--- config.mk ---
export PLATFORM = sky130hd
export DESIGN_NAME = upcount_ctrl
export DESIGN_NICKNAME = d
export VERILOG_FILES = /design/src/rtl/upcount_ctrl.sv
export SDC_FILE = /design/constraint.sdc
export NUM_CORES = 1
export LEC_CHECK = 0
export BUFFER_PORTS_ARGS = -buffer_cell sky130_fd_sc_hd__buf_2
export CORE_AREA = 3 3 40 42
export CTS_BUF_LIST = sky130_fd_sc_hd__clkbuf_2
export CTS_CLUSTER_DIAMETER = 40
export DETAILED_ROUTE_END_ITERATION = 12
export DIE_AREA = 0 0 43 45
export PLACE_DENSITY = 0.71
export SYNTH_ARGS = -nofsm -noshare
export SYNTH_HDL_FRONTEND = slang
export SYNTH_SLANG_ARGS = --single-unit
--- constraint.sdc ---
create_clock -name clk -period 2.45 [get_ports clk]
set_input_delay 0.245 -clock clk [delete_from_list [all_inputs] [get_ports clk]]
set_output_delay 0.245 -clock clk [all_outputs]
set_load 0.01 [all_outputs]
--- src/rtl/upcount_ctrl.sv ---
`default_nettype none
// ============================================================================
//  Module      : upcount_ctrl
//  Description : Run controller for an external N-bit up-counter. A run is
//                requested with i_start in IDLE. The controller then loads
//                the counter with the captured start value and enables it
//                until the counter value i_q equals the captured end value.
//                After that it raises a one-cycle o_done pulse. i_abort ends
//                a run without o_done. i_pause freezes counting.
//  Ports       : clk, rst            - clock, synchronous active-high reset
//                i_start, i_abort    - run request / run termination
//                i_pause             - hold the counter while running
//                i_start_val         - first count value (N bits)
//                i_end_val           - terminal count value (N bits)
//                i_q                 - present counter value (N bits)
//                o_r                 - counter parallel-load value (N bits)
//                o_l, o_e            - counter load strobe / count enable
//                o_busy, o_done      - run in progress / completion pulse
//  Revision    : 1.0 - initial release
// ============================================================================
module upcount_ctrl #(
    parameter int N = 4
) (
    input  logic         clk,
    input  logic         rst,
    input  logic         i_start,
    input  logic         i_abort,
    input  logic         i_pause,
    input  logic [N-1:0] i_start_val,
    input  logic [N-1:0] i_end_val,
    input  logic [N-1:0] i_q,
    output logic [N-1:0] o_r,
    output logic         o_l,
    output logic         o_e,
    output logic         o_busy,
    output logic         o_done
);

    typedef enum logic [1:0] {
        S_IDLE = 2'd0,
        S_LOAD = 2'd1,
        S_RUN  = 2'd2,
        S_DONE = 2'd3
    } state_t;

    state_t       r_state;
    state_t       w_next;
    logic [N-1:0] r_start;
    logic [N-1:0] r_end;
    logic         w_accept;
    logic         w_at_end;

    // Abort wins over a simultaneous start, so nothing is captured then.
    assign w_accept = (r_state == S_IDLE) && i_start && !i_abort;
    assign w_at_end = (i_q == r_end);

    always_ff @(posedge clk) begin
        if (rst) begin
            r_state <= S_IDLE;
            r_start <= '0;
            r_end   <= '0;
        end else begin
            r_state <= w_next;
            if (w_accept) begin
                r_start <= i_start_val;
                r_end   <= i_end_val;
            end
        end
    end

    always_comb begin
        w_next = r_state;
        o_l    = 1'b0;
        o_e    = 1'b0;
        o_busy = 1'b0;
        o_done = 1'b0;
        case (r_state)
            S_IDLE: begin
                if (w_accept) begin
                    w_next = S_LOAD;
                end
            end
            S_LOAD: begin
                o_busy = 1'b1;
                o_l    = !i_abort;
                w_next = i_abort ? S_IDLE : S_RUN;
            end
            S_RUN: begin
                o_busy = 1'b1;
                if (i_abort) begin
                    w_next = S_IDLE;
                end else if (w_at_end) begin
                    // Terminal value reached: finish regardless of pause.
                    w_next = S_DONE;
                end else begin
                    o_e = !i_pause;
                end
            end
            S_DONE: begin
                // Abort is deliberately ignored here; the pulse always fires.
                o_done = 1'b1;
                w_next = S_IDLE;
            end
            default: begin
                w_next = S_IDLE;
            end
        endcase
    end

    assign o_r = r_start;

endmodule
`default_nettype wire

Word-level counts from Yosys, hierarchy flattened
Cells that the tools add are included.

word-level totals
  register bits = 10
  bits of input ports = 17
  output and inout port bits = 8

operators by class
  eq/ne operators = 6
  mux-type cells = 11
  reduce and logical (&&, ||, !) cells = 7

operator list
  kind                                                  number
  2-to-1 mux 2 bit                                      4
  case mux 2 bit (4 select lines)                       1
  2-to-1 mux 1 bit                                      6
  equality test 2 bit (second input constant)           2
  equality test 4 bit                                   1
  != test 3 bit (second input constant)                 1
  equality test 2 x 1 -> 1 bit (second input constant)  1
  logical AND 1 bit                                     2
  logical NOT 1 bit                                     2
  logical NOT 2 bit                                     1
  != test 2 bit (second input constant)                 1
  AND reduction 2 bit                                   1
  OR reduction 2 bit                                    1

Depth between registers and ports, before layout
  depth in word-level cells = 5
  mapped depth = 6

Least setup slack after synthesis
No wires, ideal clock.

  kind = register -> register
  start = register r_state[0]
  end = register r_start[0], in the netlist o_r[0]
  arrival time = 1.214 ns
  data required time = 2.321 ns
  path slack = 1.107 ns
  stages on the path, launching flop included = 7
  path buffers = 1
  cells stage by stage = dfxtp_1 -> inv_1 -> ha_1 -> nand3b_1 -> buf_2 -> mux2i_1 -> nor2_1

between the ends
  longest elaborated chain between the ends = 3

ends and longest elaborated chain
  element                          RTL line  text
  start: declaration               46        state_t r_state;
  start signal: assignment         63        r_state <= w_next;
  logical NOT 2 bit                54        assign w_accept = (r_state == S_IDLE) && i_start && !i_abort;
  logical AND 1 bit (2 in series)  54
  end signal: assignment           65        r_start <= i_start_val;
  end: declaration                 48        logic [N-1:0] r_start;

No other way between the ends.
A chain may end at the register's enable or synchronous reset.

Worst setup path in the final report
  start = register r_end[1]
  end = output o_e

between the ends
  longest elaborated chain between the ends = 4

ends and longest elaborated chain
  element                   RTL line  text
  start: declaration        49        logic [N-1:0] r_end;
  start signal: assignment  66        r_end <= i_end_val;
  equality test 4 bit       55        assign w_at_end = (i_q == r_end);
  2-to-1 mux 1 bit          92        end else if (w_at_end) begin
  2-to-1 mux 1 bit          90        if (i_abort) begin
  2-to-1 mux 1 bit          77        case (r_state)
  end: declaration          34        output logic o_e,

No other way between the ends.

==> results.sh <==
export IMPL_cts_sinks=10
export IMPL_fin_nets=103
export IMPL_antenna_found_initial=0
export IMPL_grtUsageTotal_pct=12.28
export IMPL_drv_slew=0
export IMPL_viasPerCell=4.708
export IMPL_routed_wl_um=1018
export IMPL_drt_iter0_drc=7
export IMPL_port_buffer_count=24
export IMPL_tightest_slew_ns=0.5262
export IMPL_ys_warn_count=0
export IMPL_cp_required_ns=2.20
export IMPL_cts_made_buffers=3
export IMPL_min_period_over_period_pct=69.71
export IMPL_syn_area_um2=539.3
export IMPL_endpoint_kind="primary output"
export IMPL_crit_fanout=3
export IMPL_p_per_area_nw_per_um2=485.2
export IMPL_grt_pass1_vias=452
export IMPL_cts_resized=0
export IMPL_overflow=0
export IMPL_clkLatencyLatePin_ns=0.24
export IMPL_start_util_pct=41.97
export IMPL_ctsHoldBuffers=0
export IMPL_setup_tns_final_ns=0
export IMPL_die_y_um=45
export IMPL_clock_path_buffers=2
export IMPL_gp_congestion=0.6975
export IMPL_post_cts_buffers=0
export IMPL_ys_types=18
export IMPL_p_leak_uw=0.0003870
export IMPL_min_from="i_end_val[0]"
export IMPL_wl_per_cell_um=10.60
export IMPL_dr_pass1_iters=4
export IMPL_cp_start_kind="register"
export IMPL_critPathKind="reg -> out"
export IMPL_io_pins=25
export IMPL_drive_above_1_share_pct=35.80
export IMPL_layout_min_cycle_time_ns=1.708
export IMPL_vias=452
export IMPL_syn_num_nets=76
export IMPL_synth_seq_area_share_pct=37.12
export IMPL_dp_worst_setup_slack_ns=0.8573
export IMPL_die_w_um=43
export IMPL_synth_seq_cells=10
export IMPL_skew_ns=0.006233
export IMPL_dp_cells=92
export IMPL_ir_drop_mv=0.2594
export IMPL_setup_viol=0
export IMPL_max_cap_violations=0
export IMPL_die_area_um2=1935
export IMPL_antenna_cells=0
export IMPL_run_status="completed"
export IMPL_rsz0062_at_grt="no"
export IMPL_dp_hpwl_um=835
export IMPL_final_cells=96
export IMPL_synth_cells=55
export IMPL_max_clock_freq_mhz=585.5
export IMPL_htreeDepth=1
export IMPL_hold_path_class="in -> reg"
export IMPL_final_util_pct=53.55
export IMPL_syn_mean_instance_area_um2=9.805
export IMPL_cts_root_buf="clkbuf_2"
export IMPL_area_growth_pct=27.61
export IMPL_finalHoldViolations=0
export IMPL_finalWorstSetupSlack_ns=0.7420
export IMPL_grt_max_degree=11
export IMPL_cts_tree="yes"
export IMPL_drc=0
export IMPL_coreArea_um2=1285
export IMPL_relSlewSlack_pct=64.81
export IMPL_grt_pass1_wl_um=1766
export IMPL_ant_nets=0
export IMPL_rows=13
export IMPL_reg2reg_from="r_state[0]"
export IMPL_startpoint="r_end[1]"
export IMPL_critPathArrivalTime_ns=1.46
export IMPL_clk_pin_slew_ns=0.10
[cells in the mapped netlist]
cell type / count / share of area (%)
o211a_1: 1 / 1.9
dfxtp_1: 10 / 37
o41ai_2: 1 / 3.0
mux2i_1: 9 / 17
nand3b_1: 1 / 1.4
o21ai_0: 1 / 0.93
nand2_1: 2 / 1.4
nor3b_1: 1 / 1.4
nor2_1: 10 / 7.0
buf_2: 1 / 0.93
a211oi_2: 1 / 2.3
inv_1: 3 / 2.1
xor2_1: 4 / 6.5
o41a_1: 1 / 2.1
buf_1: 1 / 0.70
ha_1: 4 / 9.3
o32a_1: 1 / 1.9
nor2b_1: 3 / 3.5
[worst max-delay path, stage by stage (launching register included)]
cell and delay (ns):
dfxtp_1 0.33, xor2_1 0.18, o41ai_2 0.50, nor2_1 0.07, buf_2 0.15
[report_power, final]
group	leakage (uW)	switching [uW]	internal, uW	total, uW
Sequential	0.0000817	6.24	172	178
Combinational	0.000291	34.1	33.3	67.4
Clock	0.0000140	53.2	35.5	88.7
[final timing paths]
kind                                 end  slack (ns)  cells after the start
worst max-delay path                 o_e        0.74                      4
worst max register to register    o_r[3]        0.85                      5
worst min-delay path            r_end[0]        0.23                      3
worst min register to register    o_r[2]        0.50                      2
[cell type report]
cell class / count / area (um^2)
Fill cell: 130 / 596.8
Multi-Input combinational cell: 40 / 319.1
Sequential cell: 10 / 200.2
Timing Repair Buffer: 24 / 120.1
Tap cell: 15 / 18.77
Clock buffer: 3 / 15.01
Inverter: 3 / 11.26
Clock inverter: 1 / 3.754
[sequential cells by signal, indices dropped and copies added, names as in the netlist]
name and count:
r_end 4, r_state 2, o_r 4
[routing by layer]
metal / part of all wire (%) / GRT usage (%)
met3: 6.3 / 2.789
met4: 0.88 / 9.036
met1: 46 / 14.60
met2: 46 / 19.46
met5: 0 / 0
[kinds of logic after synthesis]
kind of cell | Yosys count | share of synthesized area, %
compound gates | 6 | 12.06
mux | 9 | 16.71
xor+xnor | 4 | 6.496
flops | 10 | 37.12
fa+ha+maj | 4 | 9.281
buf+inv | 5 | 3.711
simple gates | 17 | 14.62
[layout by cell type (no fill, tap or decap)]
master and n:
inv_1 3, o211a_1 1, dfxtp_1 10, ha_1 4
nor2b_1 3, a211oi_2 1, o21ai_0 1, xor2_1 4
o41ai_2 1, o41a_1 1, nand2_1 2, nor3b_1 1
clkinv_1 1, buf_2 24, mux2i_1 9, nor2_1 10
clkbuf_2 3, nand3b_1 1, o32a_1 1
[metrics by stage]
| stage | area (um^2) | hold slack (ns) | power [uW] |
|---|---|---|---|
| 6_report | 688.2 | 0.2290 | 333.9 |
| 2_1_floorplan | 539.3 | 0.3889 | 224.4 |
| 3_5_place_dp | 669.4 | 0.4824 | 249.6 |
| 3_3_place_gp | 669.4 | 0.4734 | 248.3 |
| 5_1_grt | 688.2 | 0.2185 | 358.9 |
| 4_1_cts | 688.2 | 0.2154 | 339.2 |
Power figures use the tool's default switching activity.
